==> src/rtl/instr_word_encoder.sv <==
// Encodes ARM instruction descriptors into 32-bit words and writes them
// into instruction memory at consecutive addresses.
module instr_word_encoder #(
  parameter int ADDR_W    = 6,
  parameter int BASE_ADDR = 0
) (
  input  logic              clk,
  input  logic              reset_n,
  input  logic              start,
  input  logic              in_valid,
  output logic              in_ready,
  input  logic [1:0]        in_kind,
  input  logic [3:0]        in_cond,
  input  logic [3:0]        in_cmd,
  input  logic              in_i,
  input  logic              in_s,
  input  logic              in_l,
  input  logic [3:0]        in_rn,
  input  logic [3:0]        in_rd,
  input  logic [3:0]        in_rm,
  input  logic [11:0]       in_imm,
  input  logic [23:0]       in_off24,
  input  logic              in_last,
  output logic              mem_we,
  output logic [ADDR_W-1:0] mem_addr,
  output logic [31:0]       mem_wdata,
  output logic [ADDR_W:0]   count,
  output logic              busy,
  output logic              done,
  output logic              full,
  output logic              err,
  output logic [1:0]        err_code
);

  localparam int DEPTH = 1 << ADDR_W;
  localparam logic [ADDR_W:0] CNT_MAX =
    (ADDR_W+1)'(DEPTH - 1);
  localparam logic [ADDR_W-1:0] BASE =
    ADDR_W'(BASE_ADDR);

  localparam logic [1:0] K_DP  = 2'b00;
  localparam logic [1:0] K_MEM = 2'b01;
  localparam logic [1:0] K_B   = 2'b10;

  localparam logic [1:0] E_CMD  = 2'b01;
  localparam logic [1:0] E_KIND = 2'b10;

  typedef enum logic [1:0] {
    S_IDLE,
    S_ACCEPT,
    S_WRITE,
    S_DONE
  } state_e;

  state_e            state_q, state_d;
  logic [31:0]       word_q, word_d;
  logic              last_q, last_d;
  logic [ADDR_W:0]   count_q, count_d;
  logic              full_q, full_d;
  logic              err_q, err_d;
  logic [1:0]        code_q, code_d;
  logic              done_q, done_d;

  logic              kind_ok;
  logic              cmd_ok;
  logic              legal;
  logic              accept;
  logic              start_ok;
  logic              wr_end;
  logic [11:0]       src2;
  logic [31:0]       enc;

  always_comb begin
    kind_ok = (in_kind != 2'b11);
    cmd_ok  = 1'b1;
    if (in_kind == K_DP) begin
      unique case (in_cmd)
        4'b0100,
        4'b0010,
        4'b0000,
        4'b1100: cmd_ok = 1'b1;
        default: cmd_ok = 1'b0;
      endcase
    end
    legal = kind_ok && cmd_ok;
  end

  assign accept   = (state_q == S_ACCEPT) && in_valid;
  assign start_ok = start &&
    ((state_q == S_IDLE) || (state_q == S_DONE));
  assign wr_end   = last_q || (count_q == CNT_MAX);

  // MEM: P=1 U=1 B=0 W=0; register offset when I is clear
  always_comb begin
    src2 = in_i ? in_imm : {8'h00, in_rm};
    enc  = 32'h0;
    unique case (in_kind)
      K_DP: enc = {in_cond, 2'b00, in_i, in_cmd,
                   in_s, in_rn, in_rd, src2};
      K_MEM: enc = {in_cond, 2'b01, ~in_i,
                    4'b1100, in_l, in_rn,
                    in_rd, src2};
      K_B: enc = {in_cond, 4'b1010, in_off24};
      default: enc = 32'h0;
    endcase
  end

  always_ff @(posedge clk or negedge reset_n) begin
    if (!reset_n) begin
      state_q <= S_IDLE;
    end else begin
      state_q <= state_d;
    end
  end

  always_comb begin
    state_d = state_q;
    unique case (state_q)
      S_IDLE: begin
        if (start) state_d = S_ACCEPT;
      end
      S_ACCEPT: begin
        if (in_valid) begin
          if (legal)        state_d = S_WRITE;
          else if (in_last) state_d = S_DONE;
        end
      end
      S_WRITE: begin
        state_d = wr_end ? S_DONE : S_ACCEPT;
      end
      S_DONE: begin
        if (start) state_d = S_ACCEPT;
      end
      default: state_d = S_IDLE;
    endcase
  end

  always_comb begin
    in_ready = (state_q == S_ACCEPT);
    busy     = (state_q == S_ACCEPT) ||
               (state_q == S_WRITE);
    mem_we   = (state_q == S_WRITE);
    mem_addr = '0;
    if (state_q == S_WRITE) begin
      mem_addr = BASE + count_q[ADDR_W-1:0];
    end
  end

  always_comb begin
    word_d  = word_q;
    last_d  = last_q;
    count_d = count_q;
    full_d  = full_q;
    err_d   = err_q;
    code_d  = code_q;
    if (start_ok) begin
      count_d = '0;
      full_d  = 1'b0;
      err_d   = 1'b0;
      code_d  = 2'b00;
    end
    if (accept && legal) begin
      word_d = enc;
      last_d = in_last;
    end
    // only the first error code survives until the next start
    if (accept && !legal) begin
      err_d = 1'b1;
      if (!err_q) code_d = kind_ok ? E_CMD : E_KIND;
    end
    if (state_q == S_WRITE) begin
      count_d = count_q + 1'b1;
      if (count_q == CNT_MAX) full_d = 1'b1;
    end
    done_d = (state_d == S_DONE) &&
             (state_q != S_DONE);
  end

  always_ff @(posedge clk or negedge reset_n) begin
    if (!reset_n) begin
      word_q  <= '0;
      last_q  <= 1'b0;
      count_q <= '0;
      full_q  <= 1'b0;
      err_q   <= 1'b0;
      code_q  <= 2'b00;
      done_q  <= 1'b0;
    end else begin
      word_q  <= word_d;
      last_q  <= last_d;
      count_q <= count_d;
      full_q  <= full_d;
      err_q   <= err_d;
      code_q  <= code_d;
      done_q  <= done_d;
    end
  end

  assign mem_wdata = word_q;
  assign count     = count_q;
  assign full      = full_q;
  assign err       = err_q;
  assign err_code  = code_q;
  assign done      = done_q;

endmodule

==> config.mk <==
export PLATFORM = sky130hd
export DESIGN_NAME = instr_word_encoder
export DESIGN_NICKNAME = d
export VERILOG_FILES = /design/src/rtl/instr_word_encoder.sv
export SDC_FILE = /design/constraint.sdc
export NUM_CORES = 1
export LEC_CHECK = 0
export BUFFER_PORTS_ARGS = -buffer_cell sky130_fd_sc_hd__buf_2
export CORE_UTILIZATION = 40
export CTS_BUF_LIST = sky130_fd_sc_hd__clkbuf_16
export DETAILED_ROUTE_END_ITERATION = 8
export MAX_ROUTING_LAYER = met4
export PLACE_DENSITY = 0.71
export REMOVE_ABC_BUFFERS = 1
export SLEW_MARGIN = 20
export SYNTH_ARGS = -nofsm -noshare
export SYNTH_HDL_FRONTEND = slang
export SYNTH_SLANG_ARGS = --single-unit
export TNS_END_PERCENT = 1
==> constraint.sdc <==
create_clock -name clk -period 2.3 [get_ports clk]
set_clock_uncertainty 0.15 [all_clocks]
set_input_delay 0.46 -clock clk [delete_from_list [all_inputs] [get_ports clk]]
set_output_delay 0.46 -clock clk [all_outputs]
set_load 0.02 [all_outputs]
==> run_results.csv <==
group,metric,value,unit
outcome,status,"complete, no violations",
grt,grt_max_degree,20,
power,ir_drop,0.0005268,V
power,p_leak,1.720,nW
cells_and_area,final_core_util,0.5725,
grt,grt_pass1_vias,2038,
yosys,synth_cell_types,41,
route,routedWlPerCell,13.67,µm
route,drt-vias-per-instance,5.085,
sta,fmax,462.0,MHz
placement,port_buffers,118,
route,antenna_left,0,
floorplanning,die_h,79.80,µm
setup_path,cp.required,1.69,ns
floorplanning,die_w,79.80,µm
setup_path,crit_fanout,11,
cells_and_area,mostFrequentLayoutCell,"buf_2",
sta,setup_viol,0,
yosys,syn_area,0.002421,mm²
yosys,synth_seq_area_share,0.4858,
power,powerDensity,1169,mW/mm²
yosys,synth_top_area_share,0.4858,
cells_and_area,antenna-diode-count,0,
cells_and_area,final_cell_mix,"buf_2 (118), dfrtp_1 (47), nand2_1 (30)",
setup_path,start_kind,"flip-flop",
sta,tns,0,ns
sta,hold-worst-slack,0.2534,ns
grt,grt_antenna_before_repair,0,
placement,hpwl,4380,µm
run,cap_violations,0,
setup_path,rrSetupSlack,0.35,ns
cells_and_area,fin_nets,423,
clock_network,cts_buffer_depth,2,
yosys,synth_top_cell_by_area,"dfrtp_1",
sta,slew_violations,0,
sta,fin_crit,2.164,ns
route,first_pass_iters,4,
sta,fin_crit_sh,0.9410,
sta,slew_headroom,0.3453,
route,drt-total-wl,5824,µm
sta,worstMarginPinSlew,0.9801,ns
yosys,syn_inst,232,
placement,place_congestion,0.7559,
floorplanning,dieArea,0.006368,mm²
sta,grt_setup_unrepaired,"false",
sta,finalHoldViolCount,0,
grt,grt_pass1_wl,9673,µm
setup_path,cp.arrival,1.55,ns
yosys,async_flop_share,1.000,
clock_network,clk_pin_slew_worst_paths,0.06,ns
floorplanning,pin_count,119,
clock_network,cts_root_buf,"clkbuf_16",
clock_network,cts_tree,"yes",
yosys,ys_warn_count,0,
floorplanning,start_util,0.4266,
grt,gr-total-overflow,0,
yosys,synth-edff-count,0,
clock_network,insertion_delay,0.28,ns
clock_network,htreeDepth,2,
placement,place_ws,0.2327,ns
yosys,synth-main-ff-cell,"dfrtp_1",
setup_path,setup.worst_path.end_class,"output pin",
floorplanning,core_area,0.005675,mm²
clock_network,cts_sinks,47,
hold_path,min_path_type,"in2reg",
route,drtIter0Drc,58,
cells_and_area,drive_above_1_share,0.4435,
clock_network,cts_made_buffers,5,
floorplanning,rows,27,
grt,grt_usage,0.2034,
yosys,avgSynthCellArea,10.44,µm²
setup_path,path_class,"reg2out",
yosys,synth_seq_cells,47,
route,vias,2166,
power,p_total,3.798,mW
cells_and_area,area_growth,34.21,%
route,drc,0,
yosys,synthTopCellsByArea,"dfrtp_1 (49%), mux2_2 (9.3%), o21ai_0 (5.2%)",
sta,finalWorstSetupSlack,0.1356,ns
-- cells in the mapped netlist, types with 3 or more instances --
cell / instances
mux2_2: 20
xnor2_1: 3
dfrtp_1: 47
nor2_1: 6
xor2_1: 3
a21o_1: 4
clkbuf_1: 7
nand3_1: 4
a221o_1: 8
inv_1: 13
buf_6: 3
ha_1: 4
mux2i_1: 8
and2_1: 15
nand2_1: 30
o21ai_0: 25
-- path summary, 6_finish.rpt --
path | from | endpoint | cells past startpoint
min reg2reg | mem_wdata[27] | mem_wdata[27] | 1
min in group asynchronous | reset_n | count[1] | 2
max | state_q[0] | mem_addr[1] | 5
max reg2reg | count[0] | done | 5
max in group asynchronous | reset_n | mem_wdata[6] | 3
min | in_off24[21] | mem_wdata[21] | 2
-- flip-flops by register name, indices dropped and copies added, names as in the netlist --
register and cells:
count 7, full 1, state_q 2, err_code 2
mem_wdata 32, err 1, done 1, last_q 1
-- cells by family (layout without fill, tap and decap cells) --
group                      count (synthesis)  after routing  share of synthesized area
AOI/OAI and AO/OA                         52             52                     0.1468
xor gates and xnor gates                   6              6                    0.02171
adders and majority gates                  4              4                    0.02067
buffers and inverters                     26            148                    0.05220
DFF                                       47             47                     0.4858
muxes                                     29             29                     0.1318
and+or+nand+nor                           68             68                     0.1411
-- worst max-delay path, cell delays in order, from the launching register on --
cell,delay (ns)
dfrtp_1,0.42
inv_1,0.08
ha_2,0.29
buf_4,0.20
and2_1,0.13
buf_2,0.15
-- layout make-up --
class	instances	area [µm²]
Timing Repair Buffer	127	673.1
Fill cell	527	2426
Clock buffer	5	125.1
Tap cell	72	90.09
Inverter	13	48.80
Clock inverter	3	15.01
Multi-Input combinational cell	159	1121
Sequential cell	47	1176
-- routing by layer --
layer	vias up	part of all wire	track usage
met1	1032	0.46	0.2622
met3	4	0.057	0.04000
met2	82	0.47	0.3256
met5	-	0	-
met4	0	0.0088	0.05893
li1	1048	-	-
-- repair_timing --
item,in CTS,in global routing
hold endpoints to repair,11,0
hold buffers,1,0
gates resized for setup,0,1
buffers inserted,0,0
endpoints found under the setup margin,0,4
-- through the flow --
stage          area (µm²)  instances
4_1_cts              3247        426
5_1_grt              3249        426
3_3_place_gp         3097        417
6_report             3249        426
2_1_floorplan        2344        219
3_5_place_dp         3097        417
-- power breakdown --
group | switching, mW | internal [mW] | total [mW]
clock network | 0.298 | 0.395 | 0.693
logic | 1.01 | 0.717 | 1.73
registers | 0.207 | 1.17 | 1.37
Note: power is estimated with default switching activity, not from simulation.
